$ cat config.mk
export PLATFORM = sky130hd
export DESIGN_NAME = uart_tx
export DESIGN_NICKNAME = d
export VERILOG_FILES = /design/src/rtl/uart_tx.sv
export SDC_FILE = /design/constraint.sdc
export NUM_CORES = 1
export LEC_CHECK = 0
export BUFFER_PORTS_ARGS = -buffer_cell sky130_fd_sc_hd__buf_4
export CELL_PAD_IN_SITES_DETAIL_PLACEMENT = 2
export CELL_PAD_IN_SITES_GLOBAL_PLACEMENT = 2
export CORE_ASPECT_RATIO = 1.1
export CORE_MARGIN = 8
export CORE_UTILIZATION = 40
export CTS_CLUSTER_SIZE = 10
export DETAILED_ROUTE_END_ITERATION = 8
export PLACE_DENSITY = 0.78
export SLEW_MARGIN = 40
export SYNTH_ARGS = -nofsm -noshare
export SYNTH_HDL_FRONTEND = slang
export SYNTH_SLANG_ARGS = --single-unit
$ cat constraint.sdc
create_clock -name clk -period 2.5 [get_ports clk]
set_clock_uncertainty 0.2 [all_clocks]
set_input_delay 0.5 -clock clk [delete_from_list [all_inputs] [get_ports clk]]
set_output_delay 0.5 -clock clk [all_outputs]
set_load 0.005 [all_outputs]
$ cat src/rtl/uart_tx.sv
// uart_tx: buffered 8N1 UART transmitter (8E1 when UART_TX_PARITY_EN is defined).
//
// Bytes handed over on vld_tx/rdy_tx are queued in a small FIFO and sent
// LSB first on txd. Frame: start bit (0), d[0]..d[7], optional even parity,
// stop bit (1). Each bit lasts DIV = CLK_HZ/BAUD clock cycles. Frames leave
// back to back with no idle gap while the FIFO holds data.
//
// Configuration macro: UART_TX_PARITY_EN -- when defined, an even-parity bit
// is inserted between d[7] and the stop bit (11-bit frame).
//
// Parameters:
//   CLK_HZ      clock frequency in Hz
//   BAUD        line rate; DIV = CLK_HZ/BAUD (truncated) must be >= 2
//   FIFO_DEPTH  input buffer depth, power of two in 2..16
//
// Ports:
//   clk     in   rising-edge clock
//   rst     in   asynchronous active-high reset
//   vld_tx  in   d_tx holds a valid byte
//   d_tx    in   [7:0] byte to transmit
//   rdy_tx  out  FIFO can accept a byte this cycle (registered)
//   txd     out  serial line, idle high (registered)
//   busy    out  FIFO non-empty or frame in progress (registered)

module uart_tx #(
    parameter int CLK_HZ     = 100000000,
    parameter int BAUD       = 115200,
    parameter int FIFO_DEPTH = 4
) (
    input  logic       clk,
    input  logic       rst,
    input  logic       vld_tx,
    input  logic [7:0] d_tx,
    output logic       rdy_tx,
    output logic       txd,
    output logic       busy
);

    localparam int DIV   = CLK_HZ / BAUD;
    localparam int CNT_W = $clog2(DIV);
    localparam int AW    = $clog2(FIFO_DEPTH);

    localparam logic [CNT_W-1:0] BAUD_RELOAD = CNT_W'(DIV - 1);
    localparam logic [CNT_W-1:0] BAUD_ONE    = CNT_W'(1);
    localparam logic [CNT_W-1:0] BAUD_ZERO   = CNT_W'(0);
    localparam logic [AW:0]      OCC_FULL    = (AW + 1)'(FIFO_DEPTH);
    localparam logic [AW:0]      OCC_ONE     = (AW + 1)'(1);
    localparam logic [AW:0]      OCC_ZERO    = (AW + 1)'(0);
    localparam logic [AW-1:0]    PTR_ONE     = AW'(1);

    typedef enum logic [2:0] {
        IDLE   = 3'd0,
        START  = 3'd1,
        DATA   = 3'd2,
        STOP   = 3'd3
`ifdef UART_TX_PARITY_EN
        ,
        PARITY = 3'd4
`endif
    } state_t;

`ifdef UART_TX_PARITY_EN
    // Even parity: the parity bit makes the total count of ones even.
    function automatic logic parity_even(input logic [7:0] data);
        return ^data;
    endfunction
`endif

    // FIFO storage and bookkeeping
    logic [7:0]    mem [FIFO_DEPTH];
    logic [AW-1:0] wr_ptr;
    logic [AW-1:0] rd_ptr;
    logic [AW:0]   count;
    logic [AW:0]   count_next;
    logic          push;
    logic          pop;
    logic          fifo_empty;

    // Serializer
    state_t           state;
    logic [CNT_W-1:0] baud_cnt;
    logic             baud_done;
    logic [2:0]       bit_idx;
    logic [2:0]       bit_next;
    logic [7:0]       shreg;
    logic             going_quiet;

    assign fifo_empty = (count == OCC_ZERO);
    assign baud_done  = (baud_cnt == BAUD_ZERO);
    assign bit_next   = bit_idx + 3'd1;
    assign push       = vld_tx & rdy_tx;

    // Pop decision uses registered occupancy only, so a byte pushed into an
    // empty FIFO is never popped on the same edge.
    always_comb begin
        pop = 1'b0;
        if (fifo_empty) begin
            pop = 1'b0;
        end else if (state == IDLE) begin
            pop = 1'b1;
        end else if ((state == STOP) && baud_done) begin
            pop = 1'b1;
        end else begin
            pop = 1'b0;
        end
    end

    // Occupancy update; push and pop together leave it unchanged.
    always_comb begin
        count_next = count;
        case ({push, pop})
            2'b10:   count_next = count + OCC_ONE;
            2'b01:   count_next = count - OCC_ONE;
            default: count_next = count;
        endcase
    end

    // Block returns to quiet when nothing is queued, no frame continues and
    // nothing is being written this edge.
    always_comb begin
        going_quiet = 1'b0;
        if (fifo_empty && !push && ((state == IDLE) || ((state == STOP) && baud_done))) begin
            going_quiet = 1'b1;
        end else begin
            going_quiet = 1'b0;
        end
    end

    // FIFO data array; written only on accepted bytes, no reset needed.
    always_ff @(posedge clk) begin
        if (push) begin
            mem[wr_ptr] <= d_tx;
        end
    end

    // FIFO pointers, occupancy and the registered ready flag.
    always_ff @(posedge clk or posedge rst) begin
        if (rst) begin
            wr_ptr <= {AW{1'b0}};
            rd_ptr <= {AW{1'b0}};
            count  <= OCC_ZERO;
            rdy_tx <= 1'b1;
        end else begin
            if (push) begin
                wr_ptr <= wr_ptr + PTR_ONE;
            end
            if (pop) begin
                rd_ptr <= rd_ptr + PTR_ONE;
            end
            count  <= count_next;
            rdy_tx <= (count_next != OCC_FULL);
        end
    end

    // Serializer FSM with registered txd and busy.
    always_ff @(posedge clk or posedge rst) begin
        if (rst) begin
            state    <= IDLE;
            baud_cnt <= BAUD_ZERO;
            bit_idx  <= 3'd0;
            shreg    <= 8'h00;
            txd      <= 1'b1;
            busy     <= 1'b0;
        end else begin
            busy <= !going_quiet;
            case (state)
                IDLE: begin
                    txd <= 1'b1;
                    if (!fifo_empty) begin
                        shreg    <= mem[rd_ptr];
                        state    <= START;
                        baud_cnt <= BAUD_RELOAD;
                        txd      <= 1'b0;
                    end
                end

                START: begin
                    if (baud_done) begin
                        state    <= DATA;
                        bit_idx  <= 3'd0;
                        baud_cnt <= BAUD_RELOAD;
                        txd      <= shreg[0];
                    end else begin
                        baud_cnt <= baud_cnt - BAUD_ONE;
                    end
                end

                DATA: begin
                    if (baud_done) begin
                        baud_cnt <= BAUD_RELOAD;
                        if (bit_idx == 3'd7) begin
`ifdef UART_TX_PARITY_EN
                            state <= PARITY;
                            txd   <= parity_even(shreg);
`else
                            state <= STOP;
                            txd   <= 1'b1;
`endif
                        end else begin
                            bit_idx <= bit_next;
                            txd     <= shreg[bit_next];
                        end
                    end else begin
                        baud_cnt <= baud_cnt - BAUD_ONE;
                    end
                end

`ifdef UART_TX_PARITY_EN
                PARITY: begin
                    if (baud_done) begin
                        state    <= STOP;
                        baud_cnt <= BAUD_RELOAD;
                        txd      <= 1'b1;
                    end else begin
                        baud_cnt <= baud_cnt - BAUD_ONE;
                    end
                end
`endif

                STOP: begin
                    if (baud_done) begin
                        // Chain straight into the next frame when data waits.
                        if (!fifo_empty) begin
                            shreg    <= mem[rd_ptr];
                            state    <= START;
                            baud_cnt <= BAUD_RELOAD;
                            txd      <= 1'b0;
                        end else begin
                            state <= IDLE;
                            txd   <= 1'b1;
                        end
                    end else begin
                        baud_cnt <= baud_cnt - BAUD_ONE;
                    end
                end

                default: begin
                    state <= IDLE;
                    txd   <= 1'b1;
                end
            endcase
        end
    end

endmodule

==> run_results.csv, run 1 <==
group,metric,value,unit
run_status,status,"finished, violations left",
run_status,violations,"setup timing",
placement,place_congestion,0.757,
die,row_count,33,
synth,synth_edf_count,32,
synth,synth_cells,216,
timing,period_needed,2560,ps
critical_path,endpoint_kind,"flip-flop",
placement,dp_hpwl,5100,um
clock_tree,htreeDepth,3,
timing,worstMarginPinSlew,571,ps
timing,setup_viol,1,
timing,worst_slew_margin_rel,61.9,%
critical_path,crit_type,"reg2reg",
critical_path,worstSetupStartpointType,"flip-flop",
routing,drt_iter0_drc,60,
finish,area_growth,19.6,%
timing,max_freq,390,MHz
flow_run,drv_cap,0,
synth,ys_types,51,
finish,nFillCells,738,
die,die_area,10900,um2
global_route,grt_overflow,0,
clock_tree,clock_latency,350,ps
pwr,pwr_density_cell,1410,nW/um2
timing,hold_viol,0,
critical_path,worst_path_max_delay_cell,"dfrtp_1",
placement,portBuffers,13,
critical_path,required,2580,ps
synth,synth_nets,243,
synth,avgSynthCellArea,14.4,um2
pwr,ir_worst_vdd,0.665,mV
synth,synthFlopType,"edfxtp_1",
timing,rsz0062_at_grt,"yes",
clock_tree,cts_root_buf,"clkbuf_8",
clock_tree,cts_num_sinks,65,
routing,drcViolationCount,0,
routing,antenna_left,0,
routing,wire_per_inst,20.1,um
routing,via_per_inst,5.25,
die,io_pins,14,
critical_path,crit_arrival,2640,ps
die,initial_core_util,41.4,%
die,die_h,108,um
synth,async_flop_share,50.8,%
routing,vias,1932,
finish,nets,285,
synth,ys_ff_latch,65,
critical_path,crit_path_frequent_cell,"xor2_1",
synth,netlist_area,3110,um2
synth,yosysSeqAreaShare,57.5,%
timing,hold_slack,43.2,ps
timing,finalCritPeriodShare,103,%
min_path,hold_class,"in2async",
critical_path,crit_chain,"nor4_4, a41oi_2, nor2_2, ha_2, inv_2, fa_2, xor2_1, nor2_1, xor2_1, nand2_1",
placement,dp_cells,348,
synth,yosysWarnings,0,
finish,antenna_cells,0,
critical_path,slowest_delay,410,ps
routing,first_pass_iters,4,
finish,layout.cells.non_filler,368,
global_route,grt_max_degree,34,
timing,finalWorstSetupSlack,-63.1,ps
clock_tree,clockBufferDepth,2,
die,core_area,7510,um2
timing,fin_tns_setup,-63.1,ps
clock_tree,cts.clk_slew.worst_paths,90,ps
finish,final_layout_size_suffix_gt1_share,34.6,%
pwr,p_leak,0.00153,uW
clock_tree,cts_tree,"done",
global_route,grt.total_usage,14.7,%
routing,wl,7410,um
clock_tree,hold_buffers,0,
clock_tree,cts_buffers,9,
timing,slew_violations,0,
global_route,grt_pass1_vias,2161,
global_route,antenna_found_initial,0,
die,die_w,100,um
critical_path,r2r_setup_slack,-60,ps
global_route,grt_first_pass_wirelength,12000,um
critical_path,crit_path_max_fanout,2,
[placed cells by master (no fill, tap or decap), drive strengths merged, types with 4 or more instances in the layout]
cell type,count
a2bb2oi,4
dfrtp,31
nor2b,4
nand2,8
buf,37
mux2,11
a21oi,6
xor2,5
nor3,5
inv,15
nor2,9
o21ai,7
edfxtp,32
clkbuf,9
and3,5
mux4,10
ha,15
xnor2,4
[layer usage]
metal	part of all wire [%]	vias up	wire (um)	global-route usage (%)
met4	1.5	0	110	5.95
met5	0	-	0	0
met2	51	22	3790	24.8
met1	44	987	3290	17.4
met3	2.8	10	211	3.92
li1	-	913	-	-
[worst max-delay path, delay by kind of cell (launching register included)]
| family | cells | cell delay, ps |
|---|---|---|
| flops | 1 | 410 |
| xor+xnor | 2 | 350 |
| buf+inv | 1 | 50 |
| simple gates | 4 | 740 |
| fa+ha+maj | 2 | 540 |
| compound gates | 1 | 200 |
[per-stage QoR]
step	util, %	cell area, um2	power (uW)	worst slack (ps)
global placement	46.2	3470	4060	44.8
finish	49.5	3720	5240	-63.1
detailed placement	46.2	3470	4200	-50.9
CTS	49.4	3710	5280	2.36
global route	49.5	3720	5600	-230
floorplan	-	3130	3470	-56.3
[final cells by class]
| class | count | area, um2 | share of cell area [%] |
|---|---|---|---|
| Tap cell | 105 | 131 | 3.53 |
| Sequential cell | 65 | 1790 | 48.1 |
| Timing Repair Buffer | 37 | 278 | 7.46 |
| Inverter | 11 | 41.3 | 1.11 |
| Clock inverter | 7 | 85.1 | 2.29 |
| Clock buffer | 9 | 124 | 3.33 |
| Multi-Input combinational cell | 134 | 1270 | 34.2 |
[flip-flops by register name (all words and copies together) (netlist names)]
| signal | flops |
|---|---|
| wr_ptr | 2 |
| state | 2 |
| rd_ptr | 2 |
| busy | 1 |
| mem | 32 |
| count | 3 |
| baud_cnt | 10 |
| rdy_tx | 1 |
| bit_idx | 3 |
| shreg | 8 |
| txd | 1 |
[synth_stat cells (2+ instances only)]
cell / n / share of area, %
o21ai_0: 6 / 0.97
edfxtp_1: 32 / 31
a211oi_1: 3 / 0.72
nor3_1: 4 / 0.64
ha_1: 15 / 6.0
nor2_1: 9 / 1.1
clkbuf_1: 2 / 0.24
dfrtp_1: 31 / 25
nand2_1: 8 / 0.97
mux2_4: 8 / 3.9
xnor2_1: 4 / 1.1
or3_1: 2 / 0.40
buf_2: 2 / 0.32
a32o_1: 2 / 0.64
xor2_1: 5 / 1.4
and3_1: 5 / 1.0
or2_2: 2 / 0.40
a31oi_1: 3 / 0.60
nor3b_1: 2 / 0.48
o2bb2ai_1: 3 / 0.84
a211o_1: 2 / 0.56
a2bb2oi_1: 4 / 1.1
nor2b_1: 4 / 0.80
dfstp_2: 2 / 1.7
inv_1: 11 / 1.3
a21oi_1: 6 / 0.97
a41oi_1: 2 / 0.56
mux4_2: 10 / 7.2
mux2_2: 3 / 1.1
nand3_1: 2 / 0.32
o2111ai_1: 2 / 0.56
[final timing paths]
check | startpoint | cells past startpoint | to
min in group clk | d_tx[6] | 1 | mem[2][6]
max in group asynchronous | rst | 3 | txd
max | baud_cnt[7] | 10 | rdy_tx
min | rst | 3 | baud_cnt[1]
max reg2reg | baud_cnt[7] | 10 | rdy_tx
min reg2reg | bit_idx[1] | 1 | bit_idx[1]
[cell families (layout without fill, tap and decap cells)]
family | Yosys count | count (layout) | share of synthesized area (%)
adder cells (fa/ha/maj) | 16 | 16 | 6.68
AO/OA/AOI/OAI | 42 | 42 | 10.1
multiplexers | 21 | 21 | 12.2
flip-flops | 65 | 65 | 57.5
AND/OR/NAND/NOR | 46 | 46 | 8.57
XOR/XNOR | 9 | 9 | 2.53
buffers and inverters | 17 | 64 | 2.37
[power by group]
| group | total, uW | switching, uW | internal, uW |
|---|---|---|---|
| sequential | 1820 | 319 | 1500 |
| clock | 964 | 482 | 482 |
| combinational | 2460 | 1200 | 1260 |
[what timing repair did]
item,CTS,global route
pin swaps,3,2
buffers inserted,3,1
gates resized for setup,3,1
setup endpoints to repair,2,2
Note: power is estimated with default switching activity, not from simulation.
==> run 2: changes to the inputs <==
- CORE_UTILIZATION: 40 -> 48
- PLACE_DENSITY: 0.78 -> 0.87
- clock period: 2.5 -> 3.15 ns (I/O delays scaled with it)
==> run 2 against run 1 <==
  * The run now ends clean
  * Count of clock-buffer cells in the layout unchanged
  * Core utilization rose by 7.4 points
  * Cell count decreased by 11%
  * Setup slack improved by 170 ps
  * Sequential share of layout area grew 2.3 points
  * Clock power shrank 21%
  * Sequential power down 16%
  * Non-clock buffer count is 17 lower
  * Design area decreased by 4.6%
  * Worst hold slack better by 140 ps
  * Total power shrank 21%
  * Combinational power down 25%
  * Critical endpoint unchanged
==> run_results.csv, run 2 (synthesis gave the netlist of run 1 again) <==
group,metric,value,unit
pwr,pwr-share-seq,36.8,%
clock_tree,cts_buffers,9,
finish,final_layout_size_suffix_gt1_share,28.0,%
critical_path,crit_path_max_fanout,5,
die,die_w,92.8,um
timing,finalWorstSetupSlack,110,ps
finish,largest_reg_flops,32,
critical_path,crit_chain,"inv_1, ha_1, nor2b_1, a41oi_2, nor2_2, ha_2, inv_1, fa_1, xor2_1, nor2_1, xor2_1, nand2_1",
placement,dp_hpwl,5660,um
critical_path,worst_path_max_delay_cell,"dfrtp_1",
pwr,p_leak,0.00144,uW
clock_tree,clock_latency,360,ps
pwr,p_clk_share,18.5,%
timing,hold_viol,0,
die,initial_core_util,49.9,%
die,io_pins,14,
finish,area_growth,14.1,%
finish,final_common_cell,"edfxtp_1",
global_route,grt_pass1_vias,2376,
timing,worstMarginPinSlew,707,ps
die,core_area,6230,um2
finish,reg.largest.list,"mem: 32 flops, baud_cnt: 10 flops, shreg: 8 flops",
critical_path,r2r-start,"baud_cnt[1]",
global_route,grt.total_usage,20.8,%
finish,nets,268,
die,die_area,9320,um2
placement,place_congestion,0.771,
pwr,internal_power,2450,uW
pwr,combPwrFrac,44.6,%
pwr,power_switching,1690,uW
timing,worst_slew_margin_rel,52.2,%
finish,multiInputGateArea,1260,um2
critical_path,r2r_setup_slack,110,ps
finish,antenna_cells,0,
clock_tree,htreeDepth,3,
routing,wire_per_inst,27.0,um
global_route,antenna_found_initial,0,
timing,finalCritPeriodShare,96.5,%
routing,first_pass_iters,5,
routing,antenna_left,0,
timing,period_needed,3040,ps
flow_run,drv_cap,0,
finish,nFillCells,581,
global_route,grt_first_pass_wirelength,14200,um
timing,max_freq,329,MHz
routing,vias,1989,
critical_path,worstSetupStartpointType,"flip-flop",
timing,fin_tns_setup,0,ps
clock_tree,clockBufferDepth,2,
critical_path,slowest_delay,450,ps
timing,setup_viol,0,
die,die_h,100,um
finish,fin_util,56.9,%
timing,slew_violations,0,
clock_tree,cts_tree,"done",
critical_path,timing.rr.end,"rdy_tx",
pwr,sw_frac_of_total,40.8,%
routing,wl,8800,um
clock_tree,cts_num_sinks,65,
clock_tree,cts.clk_slew.worst_paths,90,ps
critical_path,worstRegToRegCells,12,
finish,seq_area,1790,um2
routing,drcViolationCount,0,
placement,portBuffers,13,
placement,preCtsSetupSlack,344,ps
die,row_count,30,
pwr,pwr_density_cell,1160,nW/um2
routing,via_per_inst,6.10,
min_path,hold_class,"in2async",
critical_path,endpoint_kind,"flip-flop",
global_route,grt_max_degree,34,
global_route,grt_overflow,0,
critical_path,startpoint,"baud_cnt[1]",
critical_path,crit_arrival,3110,ps
critical_path,crit_type,"reg2reg",
run_status,status,"completed",
finish,final_cell_mix,"edfxtp_1, dfrtp_1, buf_4",
critical_path,required,3220,ps
routing,drt_iter0_drc,66,
finish,regMostFlops,"mem",
clock_tree,cts_root_buf,"clkbuf_8",
pwr,ir_worst_vdd,0.600,mV
[run 2: cell count changes in the layout (fill, tap and decap cells not counted), sizes merged]
| cell | delta |
|---|---|
| buf | -17 |
| clkinvlp | +1 |
| clkinv | -1 |
[run 2: worst max-delay path: cells and delay by family (launching register included)]
kind / cells / cell delay, ps
fa+ha+maj: 3 / 760
simple gates: 4 / 670
flops: 1 / 450
buf+inv: 2 / 200
compound gates: 1 / 210
xor+xnor: 2 / 450
[run 2: cell type report]
class | instances | area share (%)
clock inverter | 7 | 2.36
timing repair buffer | 20 | 4.23
inverter | 11 | 1.16
clock buffer | 9 | 3.49
sequential | 65 | 50.4
multi-input combinational | 134 | 35.5
tap | 80 | 2.82
[run 2: repair_timing]
item,CTS,global route
pin swaps,0,1
gates resized for setup,1,2
hold buffers,0,0
setup buffers,0,1
setup endpoints to repair,1,2
gates cloned,0,0
[run 2: routing by layer]
layer	wire, um	track usage (%)	vias up
met4	283	10.5	0
met2	4650	36.1	54
met1	3510	23.0	1035
met5	0	0	-
li1	-	-	876
met3	361	5.45	24
[run 2: worst max path at each step]
stage	end	slack (ps)	cells after the start
5_1_grt	rdy_tx	-10	12
2_1_floorplan	rdy_tx	490	13
4_1_cts	rdy_tx	4	12
3_5_place_dp	rdy_tx	340	10
6_report	rdy_tx	110	12
3_3_place_gp	rdy_tx	560	10
[run 2: stage by stage]
stage,instance area (um2),std cells,hold slack [ps],power [uW]
after global routing,3550,326,204,4370
after floorplan,3110,216,270,2730
after detailed placement,3320,309,300,3240
after CTS,3530,325,192,4150
after global placement,3320,309,280,3080
final,3550,326,186,4130
[run 2: power groups by stage]
stage	logic (uW)	clock network, uW	registers (uW)
CTS	1840	778	1530
global route	1990	821	1560
detailed placement	1720	0	1510
global placement	1610	0	1470
finish	1840	766	1520
floorplan	1370	0	1360
==> run 3: changes to the inputs <==
- CORE_ASPECT_RATIO: 1.1 -> default
- SETUP_SLACK_MARGIN: default -> 0.5
==> run 3 against run 2 <==
  * Cell count increased by 1.8%
  * Clock power up 21%
  * Design area rose by 4.8%
  * Non-clock buffer count up 9
  * Total power up 13%
  * Sequential share of layout area is 2.2 points lower
  * Count of clock-buffer cells in the layout unchanged
  * Critical endpoint unchanged
  * Worst hold slack improved by 32 ps
  * Largest cell class unchanged
  * Core utilization rose by 2.0 points
  * First-iteration DRC count up 140%
==> run_results.csv, run 3 (synthesis gave the netlist of run 1 again) <==
group,metric,value,unit
timing,hold_viol,0,
global_route,antenna_found_initial,0,
critical_path,required,3230,ps
global_route,grt.total_usage,23.0,%
pwr,p_leak,0.00151,uW
critical_path,startpoint,"state[1]",
finish,nFillCells,549,
critical_path,endpoint,"rdy_tx",
routing,first_pass_iters,4,
die,die_area,9310,um2
finish,final_cell_mix,"edfxtp_1, buf_4, dfrtp_1",
global_route,grt_first_pass_wirelength,15000,um
pwr,ir_worst_vdd,0.709,mV
critical_path,slowest_delay,510,ps
finish,seq_area,1790,um2
clock_tree,cts_root_buf,"clkbuf_8",
pwr,pwr_density_cell,1260,nW/um2
routing,vias,2142,
finish,final_layout_size_suffix_gt1_share,35.3,%
critical_path,worstSetupStartpointType,"flip-flop",
timing,rsz0062_at_grt,"yes",
global_route,gr-usage-met2,38.6,%
clock_tree,cts.clk_slew.worst_paths,90,ps
routing,drt_iter0_drc,160,
finish,reg.largest.list,"mem: 32 flops, baud_cnt: 10 flops, shreg: 8 flops",
timing,worst_slew_margin_rel,53.8,%
routing,antenna_left,0,
global_route,grt_pass1_vias,2362,
routing,wire_per_inst,33.2,um
die,die_w,96.5,um
critical_path,endpoint_kind,"flip-flop",
timing,finalCritPeriodShare,85.5,%
finish,antenna_cells,0,
die,io_pins,14,
run_status,status,"completed",
finish,multiInputGateArea,1320,um2
finish,regMostFlops,"mem",
global_route,grt_util_met3,6.41,%
placement,portBuffers,13,
finish,nets,277,
critical_path,r2r-start,"state[1]",
finish,largest_reg_flops,32,
clock_tree,htreeDepth,3,
timing,period_needed,2690,ps
die,row_count,29,
timing,max_freq,371,MHz
flow_run,drv_cap,0,
clock_tree,cts_num_sinks,65,
critical_path,worst_path_max_delay_cell,"dfrtp_1",
finish,area_growth,19.5,%
critical_path,timing.rr.end,"rdy_tx",
critical_path,worstRegToRegCells,11,
routing,wl,11000,um
routing,via_per_inst,6.45,
clock_tree,cts_buffers,9,
die,core_area,6310,um2
critical_path,crit_arrival,2770,ps
critical_path,crit_chain,"inv_2, ha_2, a41oi_4, nor2_2, ha_2, inv_1, fa_2, xor2_2, nor2_2, xor2_2, nand2_1",
die,die_h,96.5,um
placement,dp_hpwl,5580,um
timing,setup_viol,0,
finish,final_common_cell,"edfxtp_1",
timing,slew_violations,0,
die,initial_core_util,49.3,%
finish,fin_util,58.9,%
global_route,grt_overflow,0,
clock_tree,clockBufferDepth,2,
clock_tree,cts_tree,"done",
routing,drcViolationCount,0,
timing,fin_tns_setup,0,ps
critical_path,crit_type,"reg2reg",
global_route,top_usage_layer,"met2",
clock_tree,hold_buffers,0,
timing,worstMarginPinSlew,694,ps
clock_tree,clock_latency,360,ps
pwr,p_total,4680,uW
global_route,grt_max_degree,34,
placement,place_congestion,0.764,
global_route,met1_usage,26.6,%
critical_path,r2r_setup_slack,460,ps
min_path,hold_class,"in2async",
critical_path,crit_path_max_fanout,5,
==> run 3: worst max-delay path, delay by kind of cell, from the launching register on <==
family	cells	cell delay [ps]
compound gates	1	70
xor+xnor	2	380
fa+ha+maj	3	830
buf+inv	2	220
flops	1	510
simple gates	3	400
==> run 3: routing by layer <==
layer / vias to the layer above / wire (um) / part of all wire [%]
met3: 22 / 405 / 3.7
met2: 73 / 5650 / 51
met1: 1155 / 4640 / 42
met4: 0 / 316 / 2.9
li1: 892 / - / -
met5: - / 0 / 0
==> run 3: how the worst min path moves through the flow <==
| stage | end | cells past startpoint | slack (ps) | startpoint |
|---|---|---|---|---|
| after floorplan | bit_idx[1] | 1 | 270 | bit_idx[1] |
| after detailed placement | bit_idx[1] | 1 | 290 | bit_idx[1] |
| after CTS | count[0] | 3 | 240 | rst |
| after global placement | bit_idx[2] | 1 | 280 | bit_idx[2] |
| after global routing | wr_ptr[0] | 3 | 260 | rst |
| final | wr_ptr[1] | 3 | 220 | rst |
==> run 3: area by class of cell <==
class	count	area share, %
Inverter	11	1.11
Sequential cell	65	48.3
Tap cell	77	2.59
Clock inverter	7	3.36
Multi-Input combinational cell	134	35.5
Timing Repair Buffer	29	5.85
Clock buffer	9	3.33
==> run 3: stage by stage <==
| stage | std cells | hold WS [ps] | setup WS, ps | area, um2 |
|---|---|---|---|---|
| final | 332 | 218 | 458 | 3720 |
| after global routing | 332 | 258 | 392 | 3720 |
| after CTS | 330 | 243 | 419 | 3670 |
| after detailed placement | 306 | 294 | 296 | 3320 |
| after global placement | 306 | 285 | 559 | 3320 |
| after floorplan | 216 | 270 | 564 | 3110 |
==> run 3: where the power goes <==
part           internal, uW  switching, uW  total, uW
combinational           993           1200       2190
sequential             1200            360       1560
clock                   535            394        928
total                  2720           1950       4680
==> run 3: repair_timing <==
item / CTS / global route
resized for setup: 12 / 8
setup buffers: 8 / 2
pin swaps: 6 / 6
setup endpoints to repair: 3 / 3
